File: config.mk
export PLATFORM = sky130hd
export DESIGN_NAME = alu_issue
export DESIGN_NICKNAME = d
export VERILOG_FILES = /design/src/rtl/alu_issue_pkg.sv /design/src/rtl/alu_issue_decode.sv /design/src/rtl/alu_issue.sv
export SDC_FILE = /design/constraint.sdc
export NUM_CORES = 1
export LEC_CHECK = 0
export CORE_MARGIN = 3
export CORE_UTILIZATION = 44
export CTS_CLUSTER_DIAMETER = 80
export DETAILED_ROUTE_END_ITERATION = 6
export GPL_TIMING_DRIVEN = 0
export PLACE_DENSITY = 0.86
export SYNTH_ARGS = -nofsm -noshare
export SYNTH_HDL_FRONTEND = slang
export SYNTH_SLANG_ARGS = --single-unit
File: constraint.sdc
create_clock -name clk -period 4 [get_ports clk]
set_input_delay 0.8 -clock clk [delete_from_list [all_inputs] [get_ports clk]]
set_output_delay 0.8 -clock clk [all_outputs]
set_load 0.02 [all_outputs]
File: src/rtl/alu_issue_pkg.sv
// Shared ALU op codes, request kinds, FSM state encodings and branch-sense codes.
package alu_issue_pkg;

  // ALU op codes shared with the ALU itself.
  typedef enum logic [3:0] {
    ALU_ADD  = 4'd0,
    ALU_SUB  = 4'd1,
    ALU_SLL  = 4'd2,
    ALU_SLT  = 4'd3,
    ALU_SLTU = 4'd4,
    ALU_XOR  = 4'd5,
    ALU_SRL  = 4'd6,
    ALU_SRA  = 4'd7,
    ALU_OR   = 4'd8,
    ALU_AND  = 4'd9
  } alu_op_e;

  // Request kind codes carried on in_kind.
  localparam logic [1:0] KIND_R   = 2'b00;
  localparam logic [1:0] KIND_I   = 2'b01;
  localparam logic [1:0] KIND_BR  = 2'b10;
  localparam logic [1:0] KIND_RSV = 2'b11;

  typedef enum logic [1:0] {
    ST_IDLE = 2'd0,
    ST_EXEC = 2'd1,
    ST_HOLD = 2'd2
  } state_e;

  // How the branch outcome is derived from the ALU result/flags.
  typedef enum logic [2:0] {
    BR_NONE  = 3'd0,  // not a branch, taken is 0
    BR_ZERO  = 3'd1,  // taken = zero flag
    BR_NZERO = 3'd2,  // taken = !zero flag
    BR_RES0  = 3'd3,  // taken = res[0]
    BR_NRES0 = 3'd4   // taken = !res[0]
  } br_sense_e;

  function automatic logic is_shift(input alu_op_e op);
    return (op == ALU_SLL) || (op == ALU_SRL) || (op == ALU_SRA);
  endfunction

endpackage

File: src/rtl/alu_issue_decode.sv
// Combinational decode of kind/funct3/funct7b5 into ALU op, branch sense and error.
module alu_issue_decode
  import alu_issue_pkg::*;
(
  input  logic [1:0] i_kind,
  input  logic [2:0] i_funct3,
  input  logic       i_funct7b5,
  output alu_op_e    o_op,
  output br_sense_e  o_sense,
  output logic       o_err
);

  logic w_is_r;
  assign w_is_r = (i_kind == KIND_R);

  // Decode table; b5 only qualifies SUB/SRA, elsewhere it is illegal for
  // R-type and (except for SLLI) part of the immediate for I-type.
  always_comb begin
    o_op    = ALU_ADD;
    o_sense = BR_NONE;
    o_err   = 1'b0;
    case (i_kind)
      KIND_R, KIND_I: begin
        case (i_funct3)
          3'b000: o_op = (w_is_r && i_funct7b5) ? ALU_SUB : ALU_ADD;
          3'b001: begin o_op = ALU_SLL;  o_err = i_funct7b5;           end
          3'b010: begin o_op = ALU_SLT;  o_err = w_is_r && i_funct7b5; end
          3'b011: begin o_op = ALU_SLTU; o_err = w_is_r && i_funct7b5; end
          3'b100: begin o_op = ALU_XOR;  o_err = w_is_r && i_funct7b5; end
          3'b101: o_op = i_funct7b5 ? ALU_SRA : ALU_SRL;
          3'b110: begin o_op = ALU_OR;   o_err = w_is_r && i_funct7b5; end
          default: begin o_op = ALU_AND; o_err = w_is_r && i_funct7b5; end
        endcase
      end
      KIND_BR: begin
        case (i_funct3)
          3'b000: begin o_op = ALU_SUB;  o_sense = BR_ZERO;  end
          3'b001: begin o_op = ALU_SUB;  o_sense = BR_NZERO; end
          3'b100: begin o_op = ALU_SLT;  o_sense = BR_RES0;  end
          3'b101: begin o_op = ALU_SLT;  o_sense = BR_NRES0; end
          3'b110: begin o_op = ALU_SLTU; o_sense = BR_RES0;  end
          3'b111: begin o_op = ALU_SLTU; o_sense = BR_NRES0; end
          default: o_err = 1'b1;
        endcase
      end
      default: o_err = 1'b1;
    endcase
  end

endmodule

File: src/rtl/alu_issue.sv
// ALU issue stage: accepts a decoded request, drives the ALU, captures the
// result on the following posedge and holds it on a backpressured output.
//
// state | meaning
// IDLE  | ready for a request
// EXEC  | ALU operands stable, ALU evaluates on the negedge
// HOLD  | result valid, waiting for out_ready
module alu_issue
  import alu_issue_pkg::*;
#(
  parameter bit SHAMT_MASK = 1'b1
) (
  input  logic        clk,
  input  logic        rst_n,
  input  logic        in_valid,
  output logic        in_ready,
  input  logic [1:0]  in_kind,
  input  logic [2:0]  in_funct3,
  input  logic        in_funct7b5,
  input  logic [31:0] in_rs1,
  input  logic [31:0] in_rs2,
  output logic [31:0] alu_lhs,
  output logic [31:0] alu_rhs,
  output logic [3:0]  alu_op,
  input  logic [31:0] alu_res,
  input  logic [3:0]  alu_flags,
  output logic        out_valid,
  input  logic        out_ready,
  output logic [31:0] out_res,
  output logic        out_taken,
  output logic        out_err
);

  state_e    r_state, w_state_nxt;
  logic      [31:0] r_alu_lhs, r_alu_rhs, r_out_res;
  alu_op_e   r_alu_op;
  br_sense_e r_sense;
  logic      r_err, r_out_taken, r_out_err;

  alu_op_e   w_op;
  br_sense_e w_sense;
  logic      w_err;
  logic      [31:0] w_rhs;
  logic      w_taken;
  logic      w_accept_in;
  logic      w_unused_flags;

  alu_issue_decode u_decode (
    .i_kind     (in_kind),
    .i_funct3   (in_funct3),
    .i_funct7b5 (in_funct7b5),
    .o_op       (w_op),
    .o_sense    (w_sense),
    .o_err      (w_err)
  );

  assign w_accept_in    = (r_state == ST_IDLE) && in_valid;
  assign w_unused_flags = ^alu_flags[2:0];

  // Shift amount masking keeps the upper rhs bits out of the ALU shifter.
  always_comb begin
    w_rhs = in_rs2;
    if (SHAMT_MASK && is_shift(w_op) && !w_err)
      w_rhs = {27'd0, in_rs2[4:0]};
  end

  // Branch outcome from the captured-this-edge ALU result and zero flag.
  always_comb begin
    w_taken = 1'b0;
    case (r_sense)
      BR_ZERO:  w_taken = alu_flags[3];
      BR_NZERO: w_taken = !alu_flags[3];
      BR_RES0:  w_taken = alu_res[0];
      BR_NRES0: w_taken = !alu_res[0];
      default:  w_taken = 1'b0;
    endcase
  end

  // State register.
  always_ff @(posedge clk or negedge rst_n) begin
    if (!rst_n) r_state <= ST_IDLE;
    else        r_state <= w_state_nxt;
  end

  // Next-state logic.
  always_comb begin
    w_state_nxt = r_state;
    case (r_state)
      ST_IDLE: if (in_valid) w_state_nxt = ST_EXEC;
      ST_EXEC: w_state_nxt = ST_HOLD;
      ST_HOLD: if (out_ready) w_state_nxt = ST_IDLE;
      default: w_state_nxt = ST_IDLE;
    endcase
  end

  // Operand/op registration on accept and result capture on EXEC exit.
  always_ff @(posedge clk or negedge rst_n) begin
    if (!rst_n) begin
      r_alu_lhs   <= 32'd0;
      r_alu_rhs   <= 32'd0;
      r_alu_op    <= ALU_ADD;
      r_sense     <= BR_NONE;
      r_err       <= 1'b0;
      r_out_res   <= 32'd0;
      r_out_taken <= 1'b0;
      r_out_err   <= 1'b0;
    end else begin
      if (w_accept_in) begin
        r_alu_lhs <= in_rs1;
        r_alu_rhs <= w_rhs;
        r_sense   <= w_err ? BR_NONE : w_sense;
        r_err     <= w_err;
        // An illegal request leaves the ALU op untouched.
        if (!w_err) r_alu_op <= w_op;
      end
      if (r_state == ST_EXEC) begin
        r_out_res   <= r_err ? 32'd0 : alu_res;
        r_out_taken <= r_err ? 1'b0 : w_taken;
        r_out_err   <= r_err;
      end
    end
  end

  assign in_ready  = (r_state == ST_IDLE);
  assign out_valid = (r_state == ST_HOLD);
  assign alu_lhs   = r_alu_lhs;
  assign alu_rhs   = r_alu_rhs;
  assign alu_op    = r_alu_op;
  assign out_res   = r_out_res;
  assign out_taken = r_out_taken;
  assign out_err   = r_out_err;

endmodule

# ---- Word level (Yosys, flattened, before mapping)
# Cells that the tools add are included.
dict set report totals {
  reg_bits 108
  input_bits 110
  word_cells 69
  output_inout_bits 104
}
dict set report op_classes {
  n_reduce_logical 21
  n_eq_ne 20
  mux 18
  bitwise 1
}
# cell count
set op_table {}
lappend op_table {{$mux 32} 2}
lappend op_table {{$pmux 4 s7} 1}
lappend op_table {{$eq 3x3->1 const B} 5}
lappend op_table {{$reduce_or 2->1} 7}
lappend op_table {{$eq 3x2->1 const B} 4}
lappend op_table {{$pmux 3 s4} 1}
lappend op_table {{$pmux 3 s3} 1}
lappend op_table {{$eq 4x3->1 const B} 2}
lappend op_table {{$pmux 4 s2} 1}
lappend op_table {{$eq 3x1->1 const B} 2}
lappend op_table {{$mux 3} 2}
lappend op_table {{$pmux 2 s3} 1}
lappend op_table {{$reduce_or 6->1} 1}
lappend op_table {{$eq 2x1->1 const B} 2}
lappend op_table {{$eq 2x2->1 const B} 2}
lappend op_table {{$eq 4x2->1 const B} 1}
lappend op_table {{$logic_not 2->1} 2}
lappend op_table {{$mux 1} 4}
lappend op_table {{$mux 2} 2}
lappend op_table {{$pmux 1 s2} 2}
lappend op_table {{$pmux 1 s4} 1}
lappend op_table {{$reduce_and 2->1} 2}
lappend op_table {{$logic_and 1x1->1} 3}
lappend op_table {{$logic_not 1->1} 3}
lappend op_table {{5 further kinds} 6}

# ---- Logic depth before layout (Yosys ltp)
# Gate-level depths: netlist of run 1.
dict set report logic_depth {
  depth_word 10
  ltp_mapped 7
}

# ---- Hierarchy
# A second synthesis of run 1 with hierarchy kept.
dict set report unflattened {
  cells_unflattened 492
  hier_area_um2 4588.2
}
# mod n_inst cells_each area_per_inst_um2
set by_module_without_submodules {}
lappend by_module_without_submodules {alu_issue 1 457 4366.7}
lappend by_module_without_submodules {alu_issue_decode 1 35 221.5}

# ---- Least setup slack after synthesis of run 1
# No wires, ideal clock.
dict set report synth_timing {
  path_kind {input to register}
  startpoint {input in_funct3[2]}
  endpoint {register r_alu_op[0], in the netlist alu_op[0]}
  path_slack_ns 2.074
  setup_time_ns 0.125
  cell_stages 5
  arrival_ns 1.801
  path_buffers 1
  t_required_ns 3.875
  path_cell_list {clkbuf_8 -> nor2b_1 -> o211ai_1 -> o2111a_2 -> mux2_4}
}
dict set report synth_via {
  elab_chain_cells 6
  elab_cells_between_ends 21
}
# item line_no
set synth_rtl {}
lappend synth_rtl {{start: declaration} alu_issue.sv:18} ;# input logic [2:0] in_funct3,
lappend synth_rtl {{$eq 3x1->1, or another cell as far along} {alu_issue_decode.sv:24, alu_issue_decode.sv:36}}
lappend synth_rtl {{$reduce_or 6->1 (no source line) / $reduce_or 2->1 (equally long branches)} -}
lappend synth_rtl {{$mux 1 / $pmux 1 s2 (equally long branches)} {alu_issue_decode.sv:36, alu_issue_decode.sv:24}}
lappend synth_rtl {{$pmux 1 s2} alu_issue_decode.sv:22} ;# case (i_kind)
lappend synth_rtl {{$not 1->1 (no source line)} -}
lappend synth_rtl {{$reduce_and 2->1 (no source line)} -}
lappend synth_rtl {{end signal: assignment} alu_issue.sv:114} ;# if (!w_err) r_alu_op <= w_op;
lappend synth_rtl {{end: declaration} alu_issue.sv:36} ;# alu_op_e r_alu_op;
# Several ways; a longest one is shown, not always the timed one.
# A chain may end at the register's enable or synchronous reset.

# ---- Final worst setup path of run 1
dict set report layout_timing {
  startpoint {register r_state[0]}
  endpoint {output out_valid}
}
dict set report layout_via {
  elab_chain_cells 1
}
# item line_no
set layout_rtl {}
lappend layout_rtl {{start: declaration} alu_issue.sv:34} ;# state_e r_state, w_state_nxt;
lappend layout_rtl {{start signal: assignment} alu_issue.sv:82} ;# else r_state <= w_state_nxt;
lappend layout_rtl {{$eq 2x2->1} alu_issue.sv:125} ;# assign out_valid = (r_state == ST_HOLD);
lappend layout_rtl {{end: declaration} alu_issue.sv:27} ;# output logic out_valid,
# Every way passes these cells.

==> results.json, run 1 <==
{
  "status": "completed",
  "whs_endpoint": "alu_lhs[5]$_DFFE_PN0P_",
  "place_worst_setup_slack_ns": 1.39,
  "dp_cells": 824,
  "post-route-util": 0.710,
  "drt-vias-per-instance": 4.91,
  "drv_cap": 0,
  "synth_nets": 591,
  "hold_buffers": 0,
  "yosys_warnings": 0,
  "fmax_mhz": 411,
  "avgRoutedWirePerCell_um": 15.3,
  "netlist_area_um2": 4470,
  "fin_crit_sh": 0.609,
  "final_cells": 839,
  "cts_tree": "yes",
  "period_needed_ns": 2.43,
  "setup_violations": 0,
  "rsz0062_at_grt": "no",
  "yosysSeqAreaShare": 0.605,
  "finClkSkew_ns": 0.00584,
  "postCtsSetupBuffers": 0,
  "first_global_vias": 4292,
  "postLayoutCellArea_um2": 6970,
  "placed_area_um2": 6750,
  "syn2layout_area_growth_pct": 56.2,
  "clk_pin_slew_worst_paths_ns": 0.09,
  "setup_ws_ns": 1.57,
  "hp-class": "reg -> reg",
  "gp_congestion": 0.865,
  "tightest_slew_ns": 0.787,
  "holdPathStages": 2,
  "cts_resized": 0,
  "fin_hold_ws_ns": 0.480,
  "wirelength_mm": 12.9,
  "grt_max_degree": 63,
  "avgSynthCellArea_um2": 9.28,
  "antenna_found_initial": 0,
  "die_w_um": 107,
  "groute.usage.overall": 0.231,
  "netlist_instances": 481,
  "firstDrtPassIters": 4,
  "ant_nets": 0,
  "n_fill_cell": 742,
  "fp-row-count": 36,
  "cts.sinks": 108,
  "peakVddDrop_mv": 0.415,
  "portBuffers": 209,
  "fin_nets": 812,
  "rr_worst_depth": 5,
  "drc": 0,
  "grt_pass1_wl_mm": 21.0,
  "critPathLaunchType": "flip-flop",
  "die_h_um": 107,
  "h-tree-depth": 3,
  "initial_core_util": 0.455,
  "route.vias.total": 4116,
  "antennaDiodeCount": 0,
  "yosys.cell_types.count": 35,
  "insertion_delay_ns": 0.36,
  "path_max_fanout": 3,
  "core_um2": 9820,
  "endpoint_kind": "output port",
  "ios": 214,
  "worstPathRequired_ns": 3.20,
  "crit_type": "reg -> out",
  "crit_arrival_ns": 1.63,
  "dp_hpwl_mm": 10.0,
  "leakagePower_nw": 3.13,
  "ys_ff_latch": 108,
  "drive_gt1_frac": 0.0552,
  "cts_buffers": 9,
  "r2r_start": "r_state[0]$_DFFE_PN0P_",
  "slew_violations": 0,
  "slew_headroom": 0.475,
  "hold_viol_final": 0,
  "grt.overflow.total": 0,
  "p_per_area_nw_per_um2": 751,
  "min_from": "alu_lhs[5]$_DFFE_PN0P_",
  "reg2reg_slack_ns": 2.38,
  "dieArea_um2": 11400,
  "worstReg2RegEnd": "alu_op[2]$_DFFE_PN0P_",
  "cts_root_buf": "clkbuf_8",
  "cts_max_path_buffers": 2,
  "drt_iter0_drc": 196
}
registers in the layout, summed over array words and instances (netlist names):
register   cells
r_err          1
r_sense        3
out_taken      1
r_state        2
alu_op         4
out_err        1
alu_rhs       32
alu_lhs       32
out_res       32
logic make-up after synthesis:
logic type,count (synthesis),synth area share
muxes,6,0.0182
buffers and inverters,34,0.0370
AOI/OAI and AO/OA,79,0.0992
DFF,108,0.605
xor gates and xnor gates,1,0.00196
and+or+nand+nor,253,0.238
cell usage after synthesis (all sizes together):
cell / n / area share
a31oi: 1 / 0.0014
o21ai: 64 / 0.072
nor2: 6 / 0.0050
o31ai: 3 / 0.0050
clkinv: 1 / 0.00084
mux2: 5 / 0.016
o22ai: 1 / 0.0014
o211ai: 1 / 0.0017
inv: 4 / 0.0034
nand2b: 34 / 0.048
o2111a: 1 / 0.0028
a21boi: 1 / 0.0017
a22oi: 1 / 0.0017
dfrtp: 108 / 0.61
nand3: 2 / 0.0022
and4bb: 1 / 0.0028
nand2: 205 / 0.17
a211oi: 1 / 0.0045
buf: 12 / 0.016
nor2b: 3 / 0.0042
mux2i: 1 / 0.0022
nor3: 1 / 0.0011
o32ai: 2 / 0.0039
a21oi: 3 / 0.0034
xnor2: 1 / 0.0020
or2b: 1 / 0.0020
clkbuf: 17 / 0.017
worst max-delay path, cell delays in order (launching register included):
cell and delay (ns):
dfrtp_1 0.42, nand2b_1 0.17, inv_1 0.06, clkdlybuf4s50_1 0.62
cells in the final DEF (no fill, tap or decap), types with 3 or more instances in the layout:
master,Yosys,routed
clkbuf_1,14,15
mux2_4,4,4
dfrtp_1,108,108
o31ai_1,3,3
clkdlybuf4s50_1,0,208
buf_2,8,8
nor2b_1,3,3
nor2_1,6,6
nand2b_1,33,33
o21ai_0,62,62
inv_1,4,4
clkbuf_8,1,12
nand2_1,204,204
a21oi_1,3,3
metrics by stage:
stage / total power (W) / setup TNS (ns)
floorplan: 0.00315 / 0
global route: 0.00558 / 0
detailed placement: 0.00454 / 0
global placement: 0.00445 / -196.19
finish: 0.00524 / 0
CTS: 0.00530 / 0
worst max path at each step:
stage | from | endpoint | slack [ns] | cells past startpoint
6_report | r_state[0]$_DFFE_PN0P_ | out_valid | 1.57 | 3
5_1_grt | r_state[0]$_DFFE_PN0P_ | out_valid | 1.48 | 3
4_1_cts | r_state[0]$_DFFE_PN0P_ | out_valid | 1.53 | 3
3_5_place_dp | in_funct3[0] | alu_rhs[26]$_DFFE_PN0P_ | 1.39 | 5
3_3_place_gp | rst_n | alu_op[3]$_DFFE_PN0P_ | -1.82 | 1
2_1_floorplan | in_funct3[2] | alu_op[0]$_DFFE_PN0P_ | 2.07 | 5
report_power, final:
| group | total, W | internal, W | switching, W |
|---|---|---|---|
| Combinational | 0.00266 | 0.00122 | 0.00144 |
| Sequential | 0.00185 | 0.00157 | 0.000272 |
| Clock | 0.000734 | 0.000386 | 0.000348 |
| Total | 0.00524 | 0.00318 | 0.00206 |
cell type report:
class,count,area (µm²),share of cell area
buffer,29,146,0.0210
timing repair buffer,210,2120,0.304
tap,133,166,0.0239
inverter,5,18.8,0.00269
clock buffer,12,155,0.0223
clock inverter,3,68.8,0.00987
sequential,108,2700,0.388
multi-input combinational,339,1600,0.229
metal layers:
metal	vias up	track usage	share of wire
li1	1967	-	-
met1	1970	0.275	0.41
met2	158	0.404	0.49
met3	21	0.0596	0.079
met4	0	0.0822	0.021
met5	-	0	0
(Power assumes the default switching activity.)
==> run 2, diff against run 1 <==
- CORE_UTILIZATION: 44 -> 41
- PLACE_DENSITY: 0.86 -> 0.81
- clock period: 4 -> 2.3 ns (I/O delays scaled with it)
==> run 2 against run 1 <==
  * Clock power rose by 49%
  * Non-clock buffer count did not move
  * Global-route usage fell by 2.0 points
  * Wire length rose by 1.8%
  * Critical endpoint unchanged
==> results.json, run 2 (same netlist as run 1, synthesis figures left out) <==
{
  "status": "completed",
  "reg2reg_slack_ns": 0.65,
  "switchingPower_w": 0.00363,
  "n_fill_cell": 867,
  "critPathSlowestCell": "clkdlybuf4s50_1",
  "drt-vias-per-instance": 4.79,
  "drc": 0,
  "antennaDiodeCount": 0,
  "finClkSkew_ns": 0.0132,
  "avgRoutedWirePerCell_um": 15.5,
  "crit_arrival_ns": 1.62,
  "groute.usage.overall": 0.211,
  "antenna_found_initial": 0,
  "firstDrtPassIters": 4,
  "cts_buffers": 9,
  "first_global_vias": 4026,
  "final_cell_mix": "clkdlybuf4s50_1, nand2_1, dfrtp_1",
  "drt_iter0_drc": 280,
  "drv_cap": 0,
  "grt_pass1_wl_mm": 20.0,
  "cts.sinks": 108,
  "pwr-share-seq": 0.360,
  "place_worst_setup_slack_ns": 0.00767,
  "clk_pin_slew_worst_paths_ns": 0.11,
  "fin_nets": 812,
  "gp_congestion": 0.761,
  "cts_resized": 0,
  "endpoint_kind": "output port",
  "setup_ws_ns": 0.222,
  "crit_buf_inv": 2,
  "crit_type": "reg -> out",
  "drive_gt1_frac": 0.0580,
  "hold_viol_final": 0,
  "insertion_delay_ns": 0.36,
  "portBuffers": 209,
  "cts_root_buf": "clkbuf_8",
  "crit_family": "buffers and inverters",
  "grt_max_degree": 60,
  "dp_hpwl_mm": 10.2,
  "period_needed_ns": 2.08,
  "grt.overflow.total": 0,
  "hp-class": "in -> async",
  "peakVddDrop_mv": 0.709,
  "tightest_slew_ns": 0.787,
  "slew_violations": 0,
  "die_w_um": 110,
  "r2r_start": "r_state[0]$_DFFE_PN0P_",
  "die_h_um": 110,
  "p_int_w": 0.00527,
  "fp-row-count": 37,
  "p_per_area_nw_per_um2": 1280,
  "route.vias.total": 4041,
  "hold_buffers": 0,
  "slew_headroom": 0.475,
  "combPwrFrac": 0.517,
  "fin_crit_sh": 0.904,
  "ios": 214,
  "initial_core_util": 0.427,
  "h-tree-depth": 3,
  "crit_start": "r_state[0]$_DFFE_PN0P_",
  "rsz0062_at_grt": "no",
  "setup_violations": 0,
  "fmax_mhz": 481,
  "critPathMaxStageDelay_ns": 0.61,
  "dieArea_um2": 12200,
  "layout_commonest_cell": "clkdlybuf4s50_1",
  "worstPathRequired_ns": 1.84,
  "path_max_fanout": 3,
  "syn2layout_area_growth_pct": 55.4,
  "cts_tree": "yes",
  "clkPwrFrac": 0.123,
  "cts_max_path_buffers": 2,
  "leakagePower_nw": 3.12,
  "path_cells": "nand2b_1, inv_1, clkdlybuf4s50_1",
  "postCtsSetupBuffers": 0,
  "core_um2": 10500,
  "wirelength_mm": 13.1,
  "power_w": 0.00890,
  "critPathLaunchType": "flip-flop",
  "ant_nets": 0,
  "power_switching_share": 0.408
}
## run 2: cell count changes in the layout (fill, tap and decap cells not counted)
cell,change
clkinv_4,+1
clkbuf_1,-1
bufinv_16,-2
clkinv_8,+1
clkinv_2,+2
inv_6,+2
clkbuf_8,-2
## run 2: final cells by class
type                    count  area, µm²  area share
plain buffers              29        146      0.0211
clock buffers               9        124      0.0179
clock inverters             7       61.3     0.00884
inverters                   5       18.8     0.00271
multi-input cells         339       1600       0.230
flip-flops and latches    108       2700       0.390
well taps                 136        170      0.0245
repair buffers            210       2120       0.305
## run 2: final timing paths
check	endpoint	cells past startpoint
worst min-delay path	alu_lhs[9]$_DFFE_PN0P_	1
max in group asynchronous	r_sense[1]$_DFFE_PN0P_	2
min in group clk	r_sense[2]$_DFFE_PN0P_	3
worst max register to register	alu_op[1]$_DFFE_PN0P_	5
worst min register to register	alu_rhs[3]$_DFFE_PN0P_	2
worst max-delay path	out_valid	3
## run 2: per-layer routing
| layer | vias up | track usage | wire length [µm] |
|---|---|---|---|
| li1 | 1978 | - | - |
| met3 | 12 | 0.0617 | 1200 |
| met5 | - | 0 | 0 |
| met1 | 1890 | 0.261 | 5270 |
| met2 | 161 | 0.361 | 6470 |
| met4 | 0 | 0.0607 | 148 |
## run 2: power groups by stage
stage          Combinational [W]  Sequential (W)  Clock (W)
2_1_floorplan            0.00127         0.00420          0
3_3_place_gp             0.00453         0.00320          0
3_5_place_dp             0.00464         0.00325          0
4_1_cts                  0.00466         0.00321    0.00113
5_1_grt                  0.00498         0.00331    0.00122
6_report                 0.00460         0.00321    0.00109
## run 2: per-stage QoR
step / std cells / TNS (ns) / instance area, µm² / hold WS (ns) / utilization
global route: 843 / 0 / 6940 / 0.206 / 0.663
floorplan: 481 / 0 / 4470 / 0.164 / -
CTS: 843 / 0 / 6940 / 0.181 / 0.663
detailed placement: 827 / 0 / 6750 / 0.461 / 0.645
finish: 843 / 0 / 6940 / 0.164 / 0.663
global placement: 826 / -350.05 / 6730 / 0.459 / 0.643
==> run 3, diff against run 2 <==
- CTS_CLUSTER_DIAMETER: 80 -> unset
- CTS_CLUSTER_SIZE: unset -> 40
==> results of run 3 <==
Final layout, timing and power as in run 2 (identical DEF).
